--- src/rtl/rooth_irq_arb.sv ---
// rooth_irq_arb: pending/mask interrupt arbiter with fixed priority and req/ack/done handshake to the rooth core
module rooth_irq_arb #(
    parameter int INT_NUM   = 8,
    parameter int CPU_WIDTH = 32
) (
    input  logic                       clk,
    input  logic                       rst,
    input  logic [INT_NUM-1:0]         int_flag_i,
    input  logic                       cfg_we_i,
    input  logic [1:0]                 cfg_addr_i,
    input  logic [CPU_WIDTH-1:0]       cfg_wdata_i,
    output logic [CPU_WIDTH-1:0]       cfg_rdata_o,
    output logic                       int_req_o,
    output logic [$clog2(INT_NUM)-1:0] int_id_o,
    input  logic                       int_ack_i,
    input  logic                       int_done_i,
    output logic                       int_busy_o
);
    localparam int IW = $clog2(INT_NUM);
    typedef enum logic [1:0] {IDLE, REQ, SERVE} state_t;
    state_t state;
    logic [INT_NUM-1:0] mask, edge_q, pend, flag_q, pend_n, hit, rise, clr;
    logic [IW-1:0] low;
    logic ack_ok, unused_wdata;
    assign unused_wdata = ^cfg_wdata_i[CPU_WIDTH-1:INT_NUM];
    assign hit = pend & mask;
    assign rise = int_flag_i & ~flag_q;
    assign ack_ok = state == REQ && int_ack_i;
    assign clr = (cfg_we_i && cfg_addr_i == 2'd1 ? cfg_wdata_i[INT_NUM-1:0] : '0)
               | (ack_ok ? INT_NUM'(1) << int_id_o : '0);
    // edge bits: a new rising edge beats any clear in the same cycle; level bits track the line
    assign pend_n = (edge_q & (rise | (pend & ~clr))) | (~edge_q & int_flag_i);
    assign int_busy_o = state != IDLE;
    assign cfg_rdata_o = cfg_addr_i == 2'd0 ? CPU_WIDTH'(mask)
                       : cfg_addr_i == 2'd1 ? CPU_WIDTH'(pend)
                       : cfg_addr_i == 2'd2 ? CPU_WIDTH'({int_id_o, 2'b00, state == SERVE, int_req_o})
                       : CPU_WIDTH'(edge_q);
    always_comb begin
        low = '0;
        for (int i = INT_NUM - 1; i >= 0; i--)
            if (hit[i]) low = IW'(i);
    end
    always_ff @(posedge clk) begin
        if (rst) begin
            state     <= IDLE;
            int_req_o <= 1'b0;
            int_id_o  <= '0;
            mask      <= '0;
            edge_q    <= '0;
            pend      <= '0;
            flag_q    <= '0;
        end else begin
            flag_q <= int_flag_i;
            pend   <= pend_n;
            if (cfg_we_i && cfg_addr_i == 2'd0) mask <= cfg_wdata_i[INT_NUM-1:0];
            if (cfg_we_i && cfg_addr_i == 2'd3) edge_q <= cfg_wdata_i[INT_NUM-1:0];
            unique case (state)
                IDLE: if (|hit) begin
                    int_id_o  <= low;
                    int_req_o <= 1'b1;
                    state     <= REQ;
                end
                REQ: if (int_ack_i) begin
                    int_req_o <= 1'b0;
                    state     <= SERVE;
                end else if (!mask[int_id_o] || !pend[int_id_o]) begin
                    int_req_o <= 1'b0;
                    state     <= IDLE;
                end
                SERVE: if (int_done_i) state <= IDLE;
                default: state <= IDLE;
            endcase
        end
    end
endmodule

--- config.mk ---
export PLATFORM = sky130hd
export DESIGN_NAME = rooth_irq_arb
export DESIGN_NICKNAME = d
export VERILOG_FILES = /design/src/rtl/rooth_irq_arb.sv
export SDC_FILE = /design/constraint.sdc
export NUM_CORES = 1
export LEC_CHECK = 0
export CORE_MARGIN = 2
export CORE_UTILIZATION = 43
export CTS_CLUSTER_DIAMETER = 60
export DETAILED_ROUTE_END_ITERATION = 6
export GPL_ROUTABILITY_DRIVEN = 0
export PLACE_DENSITY = 0.81
export SLEW_MARGIN = 25
export SYNTH_ARGS = -nofsm -noshare
export SYNTH_HDL_FRONTEND = slang
export SYNTH_SLANG_ARGS = --single-unit
export TNS_END_PERCENT = 30
--- constraint.sdc ---
create_clock -name clk -period 1.8 [get_ports clk]
set_clock_uncertainty 0.05 [all_clocks]
set_input_delay 0.18 -clock clk [delete_from_list [all_inputs] [get_ports clk]]
set_output_delay 0.18 -clock clk [all_outputs]
set_load 0.03 [all_outputs]
; Yosys cells after proc, flatten, opt, wreduce, memory -nomap -nowiden
; Index checks and enable logic that the tools add are counted.
[op_classes]
order_cmp = 1
eq_ne = 8
shift = 1
mux = 26
n_bitwise = 11
n_reduce_logical = 15
[op_table]
columns = cell, count
row1 = 8-bit AND, 5
row2 = 8-bit two-way mux, 5
row3 = 3-bit two-way mux, 8
row4 = 8-bit NOT, 3
row5 = 8-bit OR, 3
row6 = 2-bit two-way mux, 4
row7 = 8-bit OR reduction, 1
row8 = "1-bit by 3-bit << shifter with 8-bit output, first input constant", 1
row9 = 1-bit binary-select mux with 3-bit select, 2
row10 = "2-bit == test, second input constant", 3
row11 = 2-bit case mux with 3 select lines, 1
row12 = 3-bit AND reduction, 2
row13 = 1-bit two-way mux, 5
row14 = "2-bit by 1-bit == test with 1-bit output, second input constant", 2
row15 = 1-bit logical AND, 4
row16 = 2-bit zero test, 2
row17 = "3-bit by 4-bit less-than comparator with 1-bit output, second input constant", 1
row18 = "2-bit != test, second input constant", 2
row19 = 2-bit nonzero test, 2
row20 = "3-bit by 2-bit != test with 1-bit output, second input constant", 1
row21 = 1-bit zero test, 2
row22 = 1-bit case mux with 2 select lines, 1
row23 = 2-bit AND reduction, 1
row24 = 1-bit logical OR, 1
[totals]
register_bits = 38
output_inout_bits = 37

; Logic depth before layout (Yosys ltp)
; Gate-level depths: netlist of run 1.
[logic_depth]
depth_word = 9
depth_mapped = 5
mapped_depth_nobuf = 5

; Worst setup path after synthesis of run 1
; No wires, ideal clock.
[synth_timing]
path_kind = register to register
from = reg int_id_o[0]
to = reg int_req_o
setup_ps = 79
arrival_ps = 1501
t_required_ps = 1671
setup_slack_ps = 170
stages_incl_launch_ff = 6
period_less_slack_ps = 1630
path_cell_list = dfxtp_1 buf_4 inv_2 mux4_2 a2bb2oi_1 a211oi_2
[synth_via]
elab_chain_len = 6
elab_cells_between_ends = 9
[synth_rtl]
columns = item, line
row1 = from (decl), 14  ; output logic [$clog2(INT_NUM)-1:0] int_id_o,
row2 = from (signal assigned), 59  ; int_id_o <= low;
row3 = 1-bit binary-select mux with 3-bit select, 66  ; end else if (!mask[int_id_o] || !pend[int_id_o]) begin
row4 = 1-bit two-way mux (not written as such), 66
row5 = 1-bit zero test, 66
row6 = 1-bit logical OR (*), 66
row7 = 3-bit by 2-bit != test with 1-bit output (no line) (*), n/a
row8 = 3-bit AND reduction (no line) (*), n/a
row9 = to (signal assigned), 60  ; int_req_o <= 1'b1;
row10 = to (signal assigned), 64  ; int_req_o <= 1'b0;
row11 = to (signal assigned), 67  ; int_req_o <= 1'b0;
row12 = to (decl), 13  ; output logic int_req_o,
; Mark *: on every way between the ends. The rest lies on a longest branch, timed or not. The select of a mux whose other input is x is not followed.
; A chain may end at the register's enable or synchronous reset.

; Worst setup path after layout of run 1
[layout_timing]
from = in cfg_addr_i[1]
to = out cfg_rdata_o[0]
[layout_via]
elab_chain_len = 4
elab_cells_between_ends = 6
[layout_rtl]
columns = item, line
row1 = from (decl), 10  ; input logic [1:0] cfg_addr_i,
row2 = 2-bit == test, 36  ; : cfg_addr_i == 2'd2 ? CPU_WIDTH'({int_id_o, 2'b00, state == SERVE, int_req_o})
row3 = 8-bit two-way mux, 36
row4 = 8-bit two-way mux, 35  ; : cfg_addr_i == 2'd1 ? CPU_WIDTH'(pend)
row5 = 8-bit two-way mux (*), 34  ; assign cfg_rdata_o = cfg_addr_i == 2'd0 ? CPU_WIDTH'(mask)
row6 = to (decl), 12  ; output logic [CPU_WIDTH-1:0] cfg_rdata_o,
; Mark *: on every way between the ends. The rest lies on a longest branch, timed or not.

==> results.py, run 1 <==
metrics = {
    "run_status": {
        "status": "finished with violations",
        "violations": "setup timing",
    },
    "drt": {
        "viasPerCell": 5.24,
        "drc_errors": 0,
        "wl_um": 4610,
        "vias": 1704,
        "firstDrtPassIters": 5,
        "drtIter0Drc": 130,
        "routedWlPerCell_um": 14.2,
        "ant_nets": 0,
    },
    "timing": {
        "min_period_ps": 1840,
        "finalHoldViolations": 0,
        "fmax_ghz": 0.544,
        "period_share_pct": 102,
        "fin_ws_ps": -39.2,
        "finalSetupTns_ps": -74.1,
        "setup_viol": 2,
        "drv_slew": 0,
        "grt_setup_unrepaired": "yes",
        "holdWs_ps": 402,
    },
    "logic_synthesis": {
        "muxShareOfSynthArea_pct": 16.1,
        "synth-warning-count": 0,
        "synth_top_family_by_area": "simple AND/OR/NAND/NOR gates",
        "seq_area_frac_synth_pct": 37.7,
        "synth-compound-area-share_pct": 12.8,
        "netlist_area_sq_mm": 0.00202,
        "synthAdderAreaFrac_pct": 0,
        "ys_types": 36,
        "synth_simple_gate_area_share_pct": 21.6,
        "syn_area_per_cell_sq_um": 8.76,
        "synth_seq_cells": 38,
        "synth-xor-area-share_pct": 0,
        "synth_cells": 230,
    },
    "clocking": {
        "cts_setup_buffers": 0,
        "clkTransAtPathRegs_ps": 70,
        "insertion_delay_ps": 290,
        "h-tree-depth": 2,
        "root_buffer": "clkbuf_8",
        "numCtsBuffers": 5,
        "hold_buffers": 0,
        "cts.path.max_buffers": 2,
        "tritoncts": "done",
        "numClockSinks": 38,
    },
    "placement": {
        "dpl.hpwl_um": 3310,
        "io_buffers": 35,
        "place_area_sq_mm": 0.00239,
        "pre_cts_ws_ps": -355,
    },
    "power": {
        "p_total_uw": 1840,
        "power.leakage_uw": 0.00101,
        "power_density_mw_per_mm2": 743,
        "vdd_ir_drop_max_mv": 0.401,
    },
    "setup_path": {
        "start_kind": "input port",
        "startpoint": "cfg_addr_i[1]",
        "worst-path-stages": 4,
        "path_buf_inv": 3,
        "crit_arrival_ps": 1610,
        "slowest_stage": "mux4_2",
        "cp_max_fo": 6,
        "worstReg2RegStart": "int_id_o[0]$_SDFFE_PP0P_",
        "crit_type": "in -> out",
        "critPathCapture": "cfg_rdata_o[0]",
        "path_cells": "clkdlybuf4s50_1 -> buf_4 -> mux4_2 -> clkdlybuf4s15_2",
        "cp_top_family": "buffers and inverters",
        "worstPathRequired_ps": 1570,
        "cp-end-kind": "primary output",
        "rr_endpoint": "int_req_o$_SDFFE_PP0P_",
        "reg2reg_depth": 5,
        "slowest_delay_ps": 500,
        "r2r_slack_ps": 250,
    },
    "floorplan": {
        "ioPinCount": 84,
        "die_width_um": 72.5,
        "die_area_sq_mm": 0.00525,
        "initial_core_util_pct": 45.4,
        "rows": 24,
        "core_area_sq_mm": 0.00444,
        "fp.dieH_um": 72.5,
    },
    "final_layout": {
        "nFillCells": 396,
        "fin_area_sq_mm": 0.00247,
        "final_common_cell": "nand2_1",
        "diodes": 0,
        "layout_common_cells": "nand2_1 (41), dfxtp_1 (38), clkdlybuf4s50_1 (27)",
        "drive_gt1_share_pct": 13.2,
        "area_delta_synth_final_pct": 22.8,
        "layout.nets": 321,
    },
    "worst_hold_path": {
        "hold_class": "in -> reg",
        "min_from": "int_flag_i[1]",
    },
    "job": {
        "maxCapViolations": 0,
    },
    "global_route": {
        "globalRoute.totalOverflow": 0,
        "grt_antenna_before_repair": 0,
        "grt_pass1_vias": 1586,
        "grt_max_degree": 41,
        "grt_pass1_wl_um": 7470,
        "grt_usage_pct": 18.5,
    },
}
-- synth_stat cells, drive strengths merged --
cell     instances  area share [%]
inv              2            0.37
clkbuf           5            0.93
a211oi           8             3.2
buf             29              10
or4bb            1            0.56
mux2i           19             9.4
a21o             1            0.37
nand4            3            0.93
and3b            1            0.43
o22ai            1            0.31
a21oi            5             1.2
a211o            3             1.3
nor2            19             3.5
a32o             2            0.99
a2bb2oi          1            0.43
a22oi            4             1.5
o21ai           11             2.7
mux4             6             6.7
nand3b           1            0.37
nand4b           2            0.87
nor3             3            0.74
dfxtp           38              38
conb             1            0.19
nor2b           10             3.1
o31ai            1            0.37
nand3            5             1.5
nand2b           5             1.6
nor3b            1            0.37
a31oi            1            0.31
nand2           41             7.6
-- sequential cells by signal (all words and copies together), names as in the netlist --
| signal | cells |
|---|---|
| int_req_o | 1 |
| state | 2 |
| edge_q | 8 |
| int_id_o | 3 |
| mask | 8 |
| flag_q | 8 |
| pend | 8 |
-- final cells by class --
cell class	instances	area, sq um	share of cell area, %
Timing Repair Buffer	48	450	18.2
Tap cell	52	65.1	2.63
Inverter	2	7.51	0.303
Sequential cell	38	761	30.7
Clock buffer	6	82.6	3.34
Multi-Input combinational cell	179	1110	44.8
-- where the power goes --
group	internal [uW]	switching [uW]
combinational	143	208
clock	295	281
sequential	879	32.5
-- routing by layer --
layer / routed length, um / track usage (%)
met1: 2190 / 24.2
met2: 2110 / 29.5
met3: 263 / 5.28
met4: 58 / 6.17
met5: 0 / 0
-- kinds of logic (layout without fill, tap and decap cells) --
kind of cell	Yosys count	count (layout)
mux	25	25
compound gates	38	38
simple gates	92	92
other cells	1	24
flops	38	38
buf+inv	36	56
-- stage by stage --
step | instances | util, %
after floorplan | 253 | -
after global placement | 319 | 53.9
after detailed placement | 319 | 53.9
after CTS | 325 | 55.7
after global routing | 325 | 55.7
final | 325 | 55.7
-- repair_timing --
| item | CTS | global route |
|---|---|---|
| endpoints found under the setup margin | 5 | 4 |
| resized for setup | 17 | 4 |
| endpoints found under the hold margin | 0 | 0 |
-- how the worst min path moves through the flow --
stage / to / cells past startpoint
after detailed placement: pend[7]$_SDFF_PP0_ / 3
after CTS: flag_q[1]$_SDFF_PP0_ / 2
final: flag_q[1]$_SDFF_PP0_ / 2
after global placement: pend[5]$_SDFF_PP0_ / 3
after floorplan: flag_q[0]$_SDFF_PP0_ / 1
after global routing: flag_q[5]$_SDFF_PP0_ / 2
No activity file was read; power rests on OpenSTA's default activity.
==> run 2, diff against run 1 <==
- CTS_BUF_LIST: unset -> sky130_fd_sc_hd__clkbuf_8 sky130_fd_sc_hd__clkbuf_16
- SLEW_MARGIN: 25 -> unset
==> results of run 2 <==
No change in the layout: final DEF, timing and power equal those of run 1.
==> run 3, diff against run 2 <==
- CELL_PAD_IN_SITES_DETAIL_PLACEMENT: unset -> 1
- CELL_PAD_IN_SITES_GLOBAL_PLACEMENT: unset -> 1
- CORE_UTILIZATION: 43 -> 31
- PLACE_DENSITY: 0.81 -> unset
- PLACE_DENSITY_LB_ADDON: unset -> 0.1
==> results.py, run 3 (synthesis results as in run 1) <==
metrics = {
    "run_status": {
        "status": "finished with violations",
        "violations": "setup timing",
    },
    "global_route": {
        "grt_pass1_wl_um": 8830,
        "globalRoute.totalOverflow": 0,
        "grt_usage_pct": 15.8,
        "grt_pass1_vias": 1685,
        "grt_max_degree": 41,
        "grt_antenna_before_repair": 0,
    },
    "floorplan": {
        "rows": 29,
        "ioPinCount": 84,
        "initial_core_util_pct": 31.9,
        "core_area_sq_mm": 0.00631,
        "die_area_sq_mm": 0.00716,
        "fp.dieH_um": 84.6,
        "die_width_um": 84.6,
    },
    "setup_path": {
        "cp_max_fo": 7,
        "rr_endpoint": "int_id_o[0]$_SDFFE_PP0P_",
        "crit_type": "in -> out",
        "r2r_slack_ps": 220,
        "crit_arrival_ps": 1600,
        "worstReg2RegStart": "mask[1]$_SDFFE_PP0P_",
        "start_kind": "input port",
        "worstPathRequired_ps": 1570,
        "reg2reg_depth": 5,
        "cp-end-kind": "primary output",
    },
    "drt": {
        "routedWlPerCell_um": 15.3,
        "ant_nets": 0,
        "firstDrtPassIters": 4,
        "wl_um": 5480,
        "viasPerCell": 4.90,
        "drtIter0Drc": 142,
        "drc_errors": 0,
        "vias": 1758,
    },
    "timing": {
        "finalHoldViolations": 0,
        "holdWs_ps": 405,
        "drv_slew": 0,
        "min_period_ps": 1830,
        "grt_setup_unrepaired": "yes",
        "fmax_ghz": 0.546,
        "period_share_pct": 102,
        "setup_viol": 2,
        "finalSetupTns_ps": -58.7,
        "fin_ws_ps": -31.3,
    },
    "final_layout": {
        "layout.nets": 328,
        "drive_gt1_share_pct": 15.6,
        "area_delta_synth_final_pct": 27.4,
        "diodes": 0,
        "layout_common_cells": "nand2_1 (41), dfxtp_1 (38), clkdlybuf4s50_1 (25)",
        "final_common_cell": "nand2_1",
    },
    "power": {
        "power.leakage_uw": 0.00109,
        "power_density_mw_per_mm2": 733,
        "vdd_ir_drop_max_mv": 0.329,
    },
    "clocking": {
        "cts.path.max_buffers": 2,
        "insertion_delay_ps": 290,
        "hold_buffers": 0,
        "h-tree-depth": 2,
        "clkTransAtPathRegs_ps": 70,
        "root_buffer": "clkbuf_8",
        "numClockSinks": 38,
        "tritoncts": "done",
        "numCtsBuffers": 5,
    },
    "placement": {
        "dpl.hpwl_um": 4120,
        "io_buffers": 35,
    },
    "job": {
        "maxCapViolations": 0,
    },
    "worst_hold_path": {
        "min_from": "int_flag_i[3]",
        "holdPathEnd": "flag_q[3]$_SDFF_PP0_",
        "hold_depth": 2,
        "hold_class": "in -> reg",
    },
}
-- run 3: power by group --
group	leakage (uW)	internal, uW	switching, uW	total, uW
combinational	0.000723	148	215	364
clock	0.0000524	303	306	610
sequential	0.000312	879	30.5	909
-- run 3: critical path, cell delays in order --
cell and delay [ps]:
clkdlybuf4s50_1 460, buf_4 170, mux4_2 500, clkdlybuf4s15_2 290
-- run 3: worst max-delay path by stage --
stage | startpoint | to | slack (ps) | cells after the start
2_1_floorplan | int_id_o[0]$_SDFFE_PP0P_ | int_req_o$_SDFFE_PP0P_ | 170 | 5
3_3_place_gp | cfg_addr_i[1] | cfg_rdata_o[4] | -400 | 4
3_5_place_dp | cfg_addr_i[1] | cfg_rdata_o[5] | -370 | 4
4_1_cts | cfg_addr_i[1] | cfg_rdata_o[5] | -70 | 4
5_1_grt | cfg_addr_i[1] | cfg_rdata_o[0] | -70 | 4
6_report | cfg_addr_i[1] | cfg_rdata_o[0] | -30 | 4
-- run 3: area by class of cell --
cell class,count,area [sq um]
multi-input cells,179,1110
repair buffers,55,504
clock buffers,6,82.6
fillers,769,3740
clock inverters,2,8.76
inverters,2,7.51
well taps,77,96.3
flip-flops and latches,38,761
-- run 3: timing repair --
| action | in CTS | in global routing |
|---|---|---|
| endpoints found under the setup margin | 5 | 6 |
| gates resized for setup | 17 | 5 |
| buffers inserted | 0 | 0 |
-- run 3: metrics by stage --
stage	std cells	utilization, %	cell area [sq um]	power (uW)	setup WS [ps]
6_report	359	40.7	2570	1880	-31.3
5_1_grt	359	40.7	2570	1980	-74.6
4_1_cts	359	40.7	2570	1910	-71.3
3_5_place_dp	351	39.3	2480	1300	-372
3_3_place_gp	351	39.3	2480	1290	-396
2_1_floorplan	253	-	2100	1180	170
-- run 3: per-layer routing --
metal  vias to the layer above  routed length, um  global-route usage [%]
met5                         -                  0                       0
met4                         0                 95                    5.63
met3                         7                266                    2.56
met2                        54               2480                    24.3
met1                       839               2640                    22.3
li1                        858                  -                       -
==> RTL edit 1, RTL diff (settings of run 3) <==
Add an input register stage for `cfg_we_i`, `cfg_addr_i` and `cfg_wdata_i`; this delays them by one clock. The other inputs are not delayed to match.
--- a/src/rtl/rooth_irq_arb.sv
+++ b/src/rtl/rooth_irq_arb.sv
@@ -20,2 +20,13 @@
     typedef enum logic [1:0] {IDLE, REQ, SERVE} state_t;
+
+    logic cfg_we_q;
+    logic [1:0] cfg_addr_q;
+    logic [CPU_WIDTH-1:0] cfg_wdata_q;
+
+    always_ff @(posedge clk) begin
+        cfg_we_q    <= cfg_we_i;
+        cfg_addr_q  <= cfg_addr_i;
+        cfg_wdata_q <= cfg_wdata_i;
+    end
+
     state_t state;
@@ -24,3 +35,3 @@
     logic ack_ok, unused_wdata;
-    assign unused_wdata = ^cfg_wdata_i[CPU_WIDTH-1:INT_NUM];
+    assign unused_wdata = ^cfg_wdata_q[CPU_WIDTH-1:INT_NUM];
     assign hit = pend & mask;
@@ -28,3 +39,3 @@
     assign ack_ok = state == REQ && int_ack_i;
-    assign clr = (cfg_we_i && cfg_addr_i == 2'd1 ? cfg_wdata_i[INT_NUM-1:0] : '0)
+    assign clr = (cfg_we_q && cfg_addr_q == 2'd1 ? cfg_wdata_q[INT_NUM-1:0] : '0)
                | (ack_ok ? INT_NUM'(1) << int_id_o : '0);
@@ -33,5 +44,5 @@
     assign int_busy_o = state != IDLE;
-    assign cfg_rdata_o = cfg_addr_i == 2'd0 ? CPU_WIDTH'(mask)
-                       : cfg_addr_i == 2'd1 ? CPU_WIDTH'(pend)
-                       : cfg_addr_i == 2'd2 ? CPU_WIDTH'({int_id_o, 2'b00, state == SERVE, int_req_o})
+    assign cfg_rdata_o = cfg_addr_q == 2'd0 ? CPU_WIDTH'(mask)
+                       : cfg_addr_q == 2'd1 ? CPU_WIDTH'(pend)
+                       : cfg_addr_q == 2'd2 ? CPU_WIDTH'({int_id_o, 2'b00, state == SERVE, int_req_o})
                        : CPU_WIDTH'(edge_q);
@@ -54,4 +65,4 @@
             pend   <= pend_n;
-            if (cfg_we_i && cfg_addr_i == 2'd0) mask <= cfg_wdata_i[INT_NUM-1:0];
-            if (cfg_we_i && cfg_addr_i == 2'd3) edge_q <= cfg_wdata_i[INT_NUM-1:0];
+            if (cfg_we_q && cfg_addr_q == 2'd0) mask <= cfg_wdata_q[INT_NUM-1:0];
+            if (cfg_we_q && cfg_addr_q == 2'd3) edge_q <= cfg_wdata_q[INT_NUM-1:0];
             unique case (state)
Formal check against the unedited RTL: not equivalent (a bounded check fails within 4 cycles, from zero or initial values and one cycle with rst high).
==> RTL edit 1 against run 3 <==
Total power grew 20%; routed wire length grew 4.8%; count of clock-buffer cells in the layout grew 1; global-route usage grew 0.062 points; fmax grew 3.1%; largest cell class unchanged; worst setup slack gained 54 ps; synthesized cell count grew 3.9%; via count grew 3.2%; worst hold slack lost 150 ps; sequential cell count grew 11; final area grew 12%; area after synthesis grew 10%.
==> RTL edit 1: results (changes against run 3) <==
- Leakage: 1.180 nW (+8.5%)
- FFs & Latches: 49 (+29%)
- Placed cell count: 378 (+7.7%)
- Vias in the first global route: 1744 (+3.5%)
- Layout Nets: 338 (+3.0%)
- Seq/Total Area, Yosys: 44.14% (+6.4 points)
- WP data arrival: 1550 ps (-50 ps)
- R2R setup slack: 200 ps (-20 ps)
- Fillcell total: 815 (+6.0%)
- M1 GR Usage: 21.62% (-0.68 points)
- Worst R2R Path Depth: 4 (-1)
- Max Root-Sink Buffers: 2 (unchanged)
- Syn avg cell area: 9.298 um^2 (+6.1%)
- Synth area leaders: dfxtp_1 44%, mux2i_1 8.6%, buf_4 8.4%
- Met3 Wirelength: 201 um (-24%)
- Worst reg2reg endpoint: int_req_o$_SDFFE_PP0P_
- Switching Share: 27.11% (-2.2 points)
- Hpwl dp: 4259 um (+3.4%)
- Distinct cells, synth: 32 (-11%)
- Core footprint: 6869 um^2 (+8.8%)
- Area of the multi-input gates: 1101 um^2 (-0.68%)
- Clk tree area frac: 3.537% (-0.019 points)
- DP Worst Slack: -99.97 ps (+271.7 ps)
- Final cell count without fillers: 388 (+8.1%)
- Crit path launch: cfg_addr_q[1]$_DFF_P_
- Status: finished clean
- Post-synthesis mux area share: 15.82% (-0.32 points)
- Internal Pwr Total: 1.643 mW (+24%)
- Hold slack: 256.9 ps (-147.9 ps)
- Hold_sp: cfg_wdata_i[3]
- Synth top cells by count: 49 x dfxtp_1, 45 x nand2_1, 25 x buf_4
- Clock latency on the worst-skew pair: 310 ps (+20 ps)
- Post-DR vias/cell: 4.678 (-4.5%)
- Multi-input gates: 178 (-0.56%)
- CP Buf/Inv Count: 2 (-1)
- Worst r2r src: mask[3]$_SDFFE_PP0P_
- CP Max Fanout: 11 (+4)
- Non-clock buffer share: 19.08% (-0.55 points)
- Routed met2 length: 2680 um (+8.0%)
- Worst Hold Path EP: cfg_wdata_q[3]$_DFF_P_
- VDD IR-drop max: 0.0002829 V (-14%)
- CP top delay family: multiplexers
- Cell Area, Placed: 2695 um^2 (+8.7%)
- Hold depth: 1 (-1)
- First-pass GRT wire length: 9252 um (+4.8%)
- Fraction of area in multi-input gates: 38.43% (-4.7 points)
- Drt first-iter violations: 101 (-29%)
- GRT met3 Usage: 3.265% (+0.71 points)
- Metal1 wirelength: 2780 um (+5.5%)
- Clock Power: 0.704 mW (+15%)
- Reg area: 988.4 um^2 (+30%)
- Drt wl/cell: 14.79 um (-3.1%)
- Compound-Gate Fraction of Synth Area: 11.60% (-1.2 points)
- Clock buffers: 7 (+1)
- Worst-path clk slew: 90 ps (+20 ps)
- Routing usage on met2: 25.17% (+0.83 points)
- Fraction of layout instances using a drive strength above 1: 15.75% (+0.15 points)
- CP peak stage delay: 530 ps (+30 ps)
- Largest net degree at the start of global routing: 41 (unchanged)
RTL edit 1: changes by cell type after synthesis, moves of 2 or more:
cell,delta
dfxtp_1,+11
o21ai_1,-4
o21ai_0,+5
nand2_1,+4
buf_2,-2
nand4b_1,-2
nand4_1,-2
RTL edit 1: logic make-up after synthesis:
family                 count (synthesis)
buffers and inverters                 35
AOI/OAI and AO/OA                     38
DFF                                   49
and+or+nand+nor                       90
muxes                                 26
other                                  1
RTL edit 1: worst max-delay path by stage:
stage / endpoint / slack, ps / depth (start not counted)
final: cfg_rdata_o[6] / 20 / 3
after global routing: cfg_rdata_o[6] / -20 / 3
after CTS: cfg_rdata_o[5] / -7 / 3
after detailed placement: cfg_rdata_o[4] / -100 / 2
after global placement: cfg_rdata_o[4] / -110 / 2
after floorplan: int_req_o$_SDFFE_PP0P_ / 50 / 4
RTL edit 1: timing repair:
item | in CTS | in global routing
endpoints found under the setup margin | 8 | 5
buffers inserted | 0 | 2
resized for setup | 20 | 1
==> RTL edit 2, RTL diff (config.mk and constraints of run 3) <==
Made on the original files. Set the parameter `CPU_WIDTH` to 24 (it was 32).
--- a/src/rtl/rooth_irq_arb.sv
+++ b/src/rtl/rooth_irq_arb.sv
@@ -3,3 +3,3 @@
     parameter int INT_NUM   = 8,
-    parameter int CPU_WIDTH = 32
+    parameter int CPU_WIDTH = 24
 ) (
Ports: changed (resized cfg_rdata_o and cfg_wdata_i); port bits go from 84 to 68. The function was not compared with the original's and may differ.
==> RTL edit 2 against run 3 <==
The run still ends with negative setup slack left; utilization grew 2.1 points; sequential cell count is the same; first-iteration DRC count fell by 39%; worst setup slack worse by 2.3 ps; final area increased by 0.29%; register-to-register slack worse by 20 ps; area after synthesis is 3.0% lower; routed wire length down 0.60%; global-route usage is 0.49 points higher; total power increased by 13%; critical path type unchanged; critical endpoint unchanged; largest cell class unchanged.
==> RTL edit 2: results (changes against run 3) <==
- Vias in the first global route: 1720 (+2.1%)
- Leakage: 1.085 nW (-0.22%)
- Largest net degree at the start of global routing: 41 (unchanged)
- Final setup margin: -33.62 ps (-2.295 ps)
- GR Util All Layers: 16.27% (+0.49 points)
- R2R setup slack: 200 ps (-20 ps)
- Setup violators final: 1 (-1)
- Worst Hold Path EP: flag_q[4]$_SDFF_PP0_
- Worst R2R Path Depth: 5 (unchanged)
- VDD IR-drop max: 0.0004122 V (+25%)
- Drt first-iter violations: 86 (-39%)
- Hold_sp: int_flag_i[4]
- Fraction of area in multi-input gates: 41.86% (-1.3 points)
- Min-Delay Path Class: input port to flip-flop
- Clk tree area frac: 5.342% (+1.8 points)
- Clock latency on the worst-skew pair: 300 ps
- Crit path launch: cfg_addr_i[1]
- Multi-input gates: 171 (-4.5%)
- Signal buffers: 54 (-1.8%)
- Worst reg2reg endpoint: int_req_o$_SDFFE_PP0P_
- Fraction of layout instances using a drive strength above 1: 16.12% (+0.51 points)
- Non-clock buffer share: 19.33% (-0.30 points)
- Worst r2r src: int_id_o[0]$_SDFFE_PP0P_
- Synth area leaders: dfxtp_1 39%, mux2i_1 9.7%, nand2_1 7.9%
- Layout Nets: 311 (-5.2%)
- Post-DR vias/cell: 5.029 (+2.7%)
- Die ar.: 6960 um^2 (-2.8%)
- Clock Root Buffer: clkbuf_8
- FFs & Latches: 38 (unchanged)
- Synth top cells by count: 41 x nand2_1, 38 x dfxtp_1, 19 x mux2i_1, 19 x nor2_1, 17 x buf_4
- Max Root-Sink Buffers: 2 (unchanged)
- Hpwl dp: 4001 um (-2.9%)
- Worst-path clk slew: 90 ps (+20 ps)
- Failing checks: negative setup slack
- First-pass GRT wire length: 8887 um (+0.62%)
- WL final: 5445 um (-0.60%)
- Seq/Total Area, Yosys: 38.90% (+1.2 points)
- Fillcell total: 717 (-6.8%)
- Initial antenna violation count: 0 (unchanged)
- Switching Share: 25.96% (-3.4 points)
- Cell Area, Placed: 2439 um^2 (-1.6%)
- Status: finished, violations left
==> RTL edit 2: cell count changes after synthesis, sizes merged <==
cell | before | now
buf | 29 | 21
==> RTL edit 2: logic make-up after synthesis <==
family	count (synthesis)	share of synthesized area, %
AO/OA/AOI/OAI	38	13.18
buffers and inverters	28	8.828
flip-flops	38	38.90
multiplexers	25	16.63
other	1	0.1918
AND/OR/NAND/NOR	92	22.27
==> RTL edit 2: per-stage QoR <==
| stage | util (%) | std cells | worst slack (ps) | hold WS, ps | TNS (ps) |
|---|---|---|---|---|---|
| floorplan | - | 237 | 169.6 | 213.3 | 0 |
| global placement | 40.47 | 340 | -394.3 | 408.7 | -4325 |
| detailed placement | 40.47 | 340 | -380.1 | 413.8 | -4760 |
| CTS | 42.75 | 348 | -78.08 | 392.0 | -236.9 |
| global route | 42.75 | 348 | -70.84 | 390.8 | -157.4 |
| finish | 42.75 | 348 | -33.62 | 396.8 | -33.62 |
==> RTL edit 2: power by group through the flow <==
stage,Clock (mW),Combinational (mW),Sequential [mW]
floorplan,0,0.213,0.932
global placement,0,0.343,0.928
CTS,0.904,0.345,0.909
detailed placement,0,0.346,0.929
global route,0.952,0.369,0.915
finish,0.886,0.341,0.910
==> RTL edit 2: routing by layer <==
layer / track usage [%] / vias up / share of wire [%]
met1: 23.29 / 852 / 50
met2: 24.85 / 43 / 46
met4: 3.959 / 0 / 0.50
met3: 3.678 / 2 / 4.1
met5: 0 / - / 0
li1: - / 853 / -
==> RTL edit 2: critical path, stage by stage <==
cell and delay [ps]:
clkdlybuf4s50_1 480, buf_6 150, mux4_2 500, clkdlybuf4s15_2 290
==> RTL edit 2: timing repair <==
action | in CTS | in global routing
endpoints found under the setup margin | 6 | 9
endpoints found under the hold margin | 0 | 0
resized for setup | 18 | 8
